## config.mk

```make
export PLATFORM = sky130hd
export DESIGN_NAME = stack_mem_arbiter
export DESIGN_NICKNAME = d
export VERILOG_FILES = /design/src/rtl/stack_mem_arbiter.sv
export SDC_FILE = /design/constraint.sdc
export NUM_CORES = 1
export LEC_CHECK = 0
export ABC_AREA = 1
export BUFFER_PORTS_ARGS = -buffer_cell sky130_fd_sc_hd__buf_2
export CORE_ASPECT_RATIO = 0.5
export CORE_UTILIZATION = 52
export DETAILED_ROUTE_END_ITERATION = 8
export PLACE_DENSITY = 0.86
export SLEW_MARGIN = 30
export SYNTH_ARGS = -nofsm -noshare
export SYNTH_HDL_FRONTEND = slang
export SYNTH_SLANG_ARGS = --single-unit
```

## constraint.sdc

```tcl
create_clock -name clk -period 4.5 [get_ports clk]
set_input_delay 0.45 -clock clk [delete_from_list [all_inputs] [get_ports clk]]
set_output_delay 0.45 -clock clk [all_outputs]
set_load 0.05 [all_outputs]
```

## src/rtl/stack_mem_arbiter.sv

```systemverilog
// ============================================================================
// Module   : stack_mem_arbiter
// Function : Arbitrates data-memory access between load/store and PUSH/POP,
//            owns the downward-growing stack pointer and its error flags.
//            Optional macro STACK_GUARD_EN blocks load/store into the stack.
// Revision : 1.0  initial release
// ============================================================================
`default_nettype none

module stack_mem_arbiter #(
   parameter int DATA_WIDTH  = 16,
   parameter int ADDR_WIDTH  = 16,
   parameter int STACK_BASE  = 31,
   parameter int STACK_DEPTH = 8
) (
   input  logic                  clk,
   input  logic                  rst,
   input  logic                  LS_READ_REQ,
   input  logic                  LS_WRITE_REQ,
   input  logic [ADDR_WIDTH-1:0] LS_ADDR,
   input  logic [DATA_WIDTH-1:0] LS_WRITE_DATA,
   output logic [DATA_WIDTH-1:0] LS_READ_DATA,
   output logic                  LS_STALL,
   input  logic                  PUSH_REQ,
   input  logic [DATA_WIDTH-1:0] PUSH_DATA,
   input  logic                  POP_REQ,
   output logic [DATA_WIDTH-1:0] POP_DATA,
   output logic                  POP_VALID,
   input  logic                  ERR_CLEAR,
   output logic [ADDR_WIDTH-1:0] SP,
   output logic                  STACK_OVERFLOW,
   output logic                  STACK_UNDERFLOW,
   output logic                  MEMORY_WRITE_ENABLE,
   output logic                  MEMORY_READ_ENABLE,
   output logic [ADDR_WIDTH-1:0] MEMORY_ACCESS_ADDR,
   output logic [DATA_WIDTH-1:0] MEMORY_WRITE_DATA,
   input  logic [DATA_WIDTH-1:0] MEMORY_READ_DATA
`ifdef STACK_GUARD_EN
   ,
   output logic                  STACK_GUARD_FAULT
`endif
);

   localparam int CW = $clog2(STACK_DEPTH + 1);
   localparam logic [ADDR_WIDTH-1:0] c_STACK_HI = ADDR_WIDTH'(STACK_BASE);
   localparam logic [ADDR_WIDTH-1:0] c_STACK_LO = ADDR_WIDTH'(STACK_BASE - STACK_DEPTH + 1);
   localparam logic [CW-1:0]         c_DEPTH    = CW'(STACK_DEPTH);

   logic [ADDR_WIDTH-1:0] r_sp;
   logic [CW-1:0]         r_count;
   logic [DATA_WIDTH-1:0] r_pop_data;
   logic                  r_pop_valid;
   logic                  r_overflow;
   logic                  r_underflow;

   logic w_full, w_empty, w_push_only, w_pop_only, w_bypass;
   logic w_do_push, w_do_pop, w_stack_mem, w_ls_req, w_in_stack, w_guard_hit;

   assign w_full      = (r_count == c_DEPTH);
   assign w_empty     = (r_count == '0);
   assign w_push_only = PUSH_REQ & ~POP_REQ;
   assign w_pop_only  = POP_REQ & ~PUSH_REQ;
   assign w_bypass    = PUSH_REQ & POP_REQ;
   assign w_do_push   = w_push_only & ~w_full;
   assign w_do_pop    = w_pop_only & ~w_empty;
   assign w_stack_mem = w_do_push | w_do_pop;
   assign w_ls_req    = LS_READ_REQ | LS_WRITE_REQ;

`ifdef STACK_GUARD_EN
   assign w_in_stack  = (LS_ADDR >= c_STACK_LO) && (LS_ADDR <= c_STACK_HI);
`else
   assign w_in_stack  = 1'b0;
`endif
   // A guarded access is only a fault when it would actually have been granted
   assign w_guard_hit = w_ls_req & ~w_stack_mem & w_in_stack;

   always_comb begin
      MEMORY_WRITE_ENABLE = 1'b0;
      MEMORY_READ_ENABLE  = 1'b0;
      MEMORY_ACCESS_ADDR  = '0;
      MEMORY_WRITE_DATA   = '0;
      LS_READ_DATA        = '0;
      LS_STALL            = 1'b0;
      if (rst) begin
         LS_STALL = 1'b0;
      end else if (w_do_push) begin
         MEMORY_WRITE_ENABLE = 1'b1;
         MEMORY_ACCESS_ADDR  = r_sp;
         MEMORY_WRITE_DATA   = PUSH_DATA;
         LS_STALL            = w_ls_req;
      end else if (w_do_pop) begin
         MEMORY_READ_ENABLE  = 1'b1;
         MEMORY_ACCESS_ADDR  = r_sp + ADDR_WIDTH'(1);
         LS_STALL            = w_ls_req;
      end else if (w_ls_req && !w_guard_hit) begin
         MEMORY_ACCESS_ADDR = LS_ADDR;
         if (LS_WRITE_REQ) begin
            MEMORY_WRITE_ENABLE = 1'b1;
            MEMORY_WRITE_DATA   = LS_WRITE_DATA;
         end else begin
            MEMORY_READ_ENABLE  = 1'b1;
            LS_READ_DATA        = MEMORY_READ_DATA;
         end
      end
   end

   always_ff @(posedge clk or posedge rst) begin
      if (rst) begin
         r_sp        <= c_STACK_HI;
         r_count     <= '0;
         r_pop_data  <= '0;
         r_pop_valid <= 1'b0;
         r_overflow  <= 1'b0;
         r_underflow <= 1'b0;
      end else begin
         r_pop_valid <= 1'b0;
         if (w_bypass) begin
            r_pop_data  <= PUSH_DATA;
            r_pop_valid <= 1'b1;
         end else if (w_do_pop) begin
            r_pop_data  <= MEMORY_READ_DATA;
            r_pop_valid <= 1'b1;
            r_sp        <= r_sp + ADDR_WIDTH'(1);
            r_count     <= r_count - CW'(1);
         end else if (w_do_push) begin
            r_sp        <= r_sp - ADDR_WIDTH'(1);
            r_count     <= r_count + CW'(1);
         end
         // New errors take precedence over a simultaneous clear
         r_overflow  <= (r_overflow  & ~ERR_CLEAR) | (w_push_only & w_full);
         r_underflow <= (r_underflow & ~ERR_CLEAR) | (w_pop_only & w_empty);
      end
   end

`ifdef STACK_GUARD_EN
   logic r_guard_fault;
   always_ff @(posedge clk or posedge rst) begin
      if (rst) r_guard_fault <= 1'b0;
      else     r_guard_fault <= (r_guard_fault & ~ERR_CLEAR) | w_guard_hit;
   end
   assign STACK_GUARD_FAULT = r_guard_fault;
`endif

   assign SP              = r_sp;
   assign POP_DATA        = r_pop_data;
   assign POP_VALID       = r_pop_valid;
   assign STACK_OVERFLOW  = r_overflow;
   assign STACK_UNDERFLOW = r_underflow;

endmodule

`default_nettype wire

```

# [Word level (Yosys, flattened, before mapping)]
# Cells that the tools add are included.
[word_totals] output_inout_bits=86 inputBits=71 reg_bits=39 wordCells=68
[op_classes] bitwise=18 muxes=35 eq_ne=1 n_addsub=4 n_reduce_logical=4
[op_table] operator="2-to-1 mux 16 bit" n=18
[op_table] operator="adder 16 x 1 -> 16 bit (second input constant)" n=1
[op_table] operator="subtractor 16 x 1 -> 16 bit (second input constant)" n=1
[op_table] operator="2-to-1 mux 1 bit" n=15
[op_table] operator="AND 1 bit" n=9
[op_table] operator="2-to-1 mux 4 bit" n=2
[op_table] operator="inverter 1 bit" n=6
[op_table] operator="adder 4 x 1 -> 4 bit (second input constant)" n=1
[op_table] operator="== test 4 bit (second input constant)" n=1
[op_table] operator="zero test 4 bit" n=1
[op_table] operator="nonzero test 2 bit" n=2
[op_table] operator="subtractor 4 x 1 -> 4 bit (second input constant)" n=1
[op_table] operator="bitwise OR 1 bit" n=3
[op_table] operator="AND reduction 2 bit" n=1

# [Depth between registers and ports, before layout]
[logic_depth] ltp_word=6 ltp_mapped=14 mapped_depth_nobuf=13

# [Least setup slack after synthesis]
# No wires, ideal clock.
[synth_timing] path_type="input -> output" startpoint="input port rst" endpoint="output port MEMORY_ACCESS_ADDR[13]" cell_stages=4 path_buffers=1 required_time_ns=4.050 arrival_time_ns=2.931 path_slack_ns=1.119 path_cell_list="inv_1 -> clkbuf_1 -> o21ai_0 -> a21oi_1"
[synth_between] elab_chain_len=1
[synth_lines] element="start, declared" line_no="17" source="input logic rst,"
[synth_lines] element="2-to-1 mux 16 bit" line_no="84" source="if (rst) begin"
[synth_lines] element="end, declared" line_no="35" source="output logic [ADDR_WIDTH-1:0] MEMORY_ACCESS_ADDR,"
# Every way passes these cells.

# [Final worst setup path]
[layout_timing] startpoint="register r_count[0]" endpoint="output port MEMORY_ACCESS_ADDR[1]"
[layout_between] elab_chain_len=6 elab_cells_between_ends=9 classes_between="eq/ne (1); mux (3); bitwise (4); reduce/logical (1)"
[layout_lines] element="start, declared" line_no="50" source="logic [CW-1:0] r_count;"
[layout_lines] element="start signal, assigned" line_no="124" source="r_count <= r_count - CW'(1);"
[layout_lines] element="start signal, assigned" line_no="127" source="r_count <= r_count + CW'(1);"
[layout_lines] element="zero test 4 bit" line_no="60" source="assign w_empty = (r_count == '0);"
[layout_lines] element="inverter 1 bit" line_no="65" source="assign w_do_pop = w_pop_only & ~w_empty;"
[layout_lines] element="AND 1 bit" line_no="65"
[layout_lines] element="2-to-1 mux 16 bit" line_no="91" source="end else if (w_do_pop) begin"
[layout_lines] element="2-to-1 mux 16 bit (*)" line_no="86" source="end else if (w_do_push) begin"
[layout_lines] element="2-to-1 mux 16 bit (*)" line_no="84"
# Mark *: on every way between the ends. The rest lies on a longest branch, timed or not.

==> results.ini <==
[run_status]
status=complete, no violations

[die]
start_util=0.5502
core_area_sq_mm=0.006206
die_w_um=116.6
rows=20
io_pins=157
die_y_um=59.30
die-area_sq_mm=0.006914

[cts]
post_cts_resize_count=0
cts_tree=yes
clkLatencyLatePin_ns=0.28
path_clk_slew_ns=0.06
clkSinkCount=39
cts_root_buf=clkbuf_16
htreeDepth=2
cts_hold_buf=0
clock_path_buffers=2
numCtsBuffers=5
cts_setup_buffers=0

[critical_path]
startpoint_type=flop
crit_family=simple AND/OR/NAND/NOR gates
slowest_stage=dfrtp_1
cp_cell_sequence=nor2_2 -> nand3_2 -> nand2_4 -> nand2_4 -> inv_2 -> nand3_2 -> a31oi_2 -> buf_2
cp_max_fo=42
arrival_ns=2.63
required_ns=4.05
end_kind=output pin
slowest_delay_ns=0.44
crit_buf_inv=2
worstSetupPathType=flop to output pin

[cells_and_area]
diodes=0
fin_area_sq_mm=0.004277
final.fill_count=602
syn_to_final_growth_pct=25.25
layout.nets=761
drive_above_1_share=0.2791

[flow_run]
drv_cap=0

[sta]
setup_viol=0
tightestPinTransition_ns=0.6138
fin_ws_ns=1.422
fmax_mhz=324.9
drv_slew=0
hold-worst-slack_ns=0.1657
hold_violations=0
finalCriticalPeriod_ns=3.078
period_share=0.6840
clock_skew_ns=0.005421
fin_tns_setup_ns=0
rsz0062_at_grt=false
max-slew-margin-rel=0.5898

[global_routing]
grt_pass1_vias=3457
grt_max_degree=43
grt_usage=0.2972
grt_pass1_wl_um=16050
grt_overflow_total=0
antenna_found_initial=0

[routing]
dr.pass1.iters=5
vias_per_cell=5.351
ant_nets=0
wl_per_cell_um=13.46
routed_wl_um=10450
drc=0
drtIter0Drc=422
vias=4152

[logic_synthesis]
netlist-cell-type-count=30
ys.warnings.count=0
syn_nets=629
yosysMostFrequentCell=nand2_1
syn_area_sq_mm=0.003415
synth_flop_cell=dfrtp_1
synthTopCellsByArea=dfrtp_1, nand2_1, nand3_1
yosysSeqAreaShare=0.2877
synth.largest_area_cell=dfrtp_1
ys_seq_elements=39
synth_edf_count=0
postSynthAreaPerCell_sq_um=6.152
yosys.area.top_type_share=0.2492
postSynthCellCount=555
synth_common_cells=nand2_1, nor2_1, nand3_1
synthArstFlopShare=1.000

[placement]
pre_cts_ws_ns=1.710
gp_congestion=0.8705
io_buffers=156
place_area_sq_mm=0.004135
hpwlAfterDp_um=7635

[power_and_ir_drop]
intPower_mw=0.9707
p_per_area_mw_per_mm2=504.1
pwr-share-comb=0.559
peakVddDrop_uv=218.3
p_switching_mw=1.185
p_total_mw=2.156
p_sw_frac=0.5498
p_clk_frac=0.162
p_leak_nw=2.370
p_seq_frac=0.280

[hold_path]
worstHoldPathType=input pin to async pin

[final cells by class]
class,count,area [sq um],share of cell area
repair buffers,160,810.8,0.1896
flip-flops and latches,39,982.2,0.2297
inverters,61,229.0,0.05354
clock buffers,6,128.9,0.03013
clock inverters,2,12.51,0.002926
multi-input cells,420,2003,0.4684
well taps,88,110.1,0.02575
[sequential cells by signal, indices dropped and copies added (netlist names)]
name	count
STACK_UNDERFLOW	1
POP_DATA	16
STACK_OVERFLOW	1
POP_VALID	1
r_count	4
SP	16
[kinds of logic after synthesis]
kind of cell               share of synthesized area
AOI/OAI and AO/OA                             0.1598
xor gates and xnor gates                     0.01796
adders and majority gates                    0.01099
buffers and inverters                         0.1264
DFF                                           0.2877
and+or+nand+nor                               0.3972
[power groups by stage]
stage	Clock, mW	Combinational (mW)	Sequential (mW)
final	0.349	1.20	0.603
after global placement	0	1.18	0.601
after floorplan	0	0.739	0.810
after global routing	0.368	1.31	0.619
after CTS	0.349	1.20	0.598
after detailed placement	0	1.19	0.604
[placed cells by master, fill, tap and decap left out, drive strengths merged, types with 3 or more instances in the layout]
cell type,n
nor3,29
inv,61
buf,160
dfrtp,34
o211ai,16
ha,3
clkbuf,6
a21oi,19
xor2,7
nand2,150
nand4,6
o21ai,47
a31oi,10
nand3,60
dfstp,5
nor2,69
[per-layer routing]
metal / vias up / global-route usage / share of wire
met3: 15 / 0.04397 / 0.077
li1: 2081 / - / -
met1: 1868 / 0.3899 / 0.44
met4: 0 / 0.08861 / 0.013
met2: 188 / 0.5156 / 0.47
met5: - / 0 / 0
[stage by stage]
| stage | std cells | util |
|---|---|---|
| 2_1_floorplan | 555 | - |
| 3_3_place_gp | 768 | 0.6663 |
| 3_5_place_dp | 768 | 0.6663 |
| 4_1_cts | 776 | 0.6891 |
| 5_1_grt | 776 | 0.6891 |
| 6_report | 776 | 0.6891 |
[path summary, 6_finish.rpt]
check                                  from               endpoint  slack [ns]  cells past startpoint
worst max-delay path             r_count[0]  MEMORY_ACCESS_ADDR[1]        1.42                      8
worst min-delay path                    rst                  SP[8]        0.17                      2
worst max register to register   r_count[0]             r_count[2]        2.11                     13
worst min register to register  POP_DATA[3]            POP_DATA[3]        0.52                      2
max in group asynchronous               rst                  SP[1]        3.65                      3
min in group clk                  ERR_CLEAR         STACK_OVERFLOW        0.36                      2
[worst register-to-register path, cell delays in order (launching register included)]
cell,delay (ns)
dfrtp_1,0.44
nor2_2,0.18
nand3_2,0.12
nand2_4,0.35
buf_4,0.42
xor2_1,0.18
inv_1,0.05
ha_1,0.17
inv_1,0.05
o21ai_0,0.09
inv_1,0.07
nand2_1,0.04
nand3_1,0.06
nand2_1,0.06
Note: power is estimated with default switching activity, not from simulation.
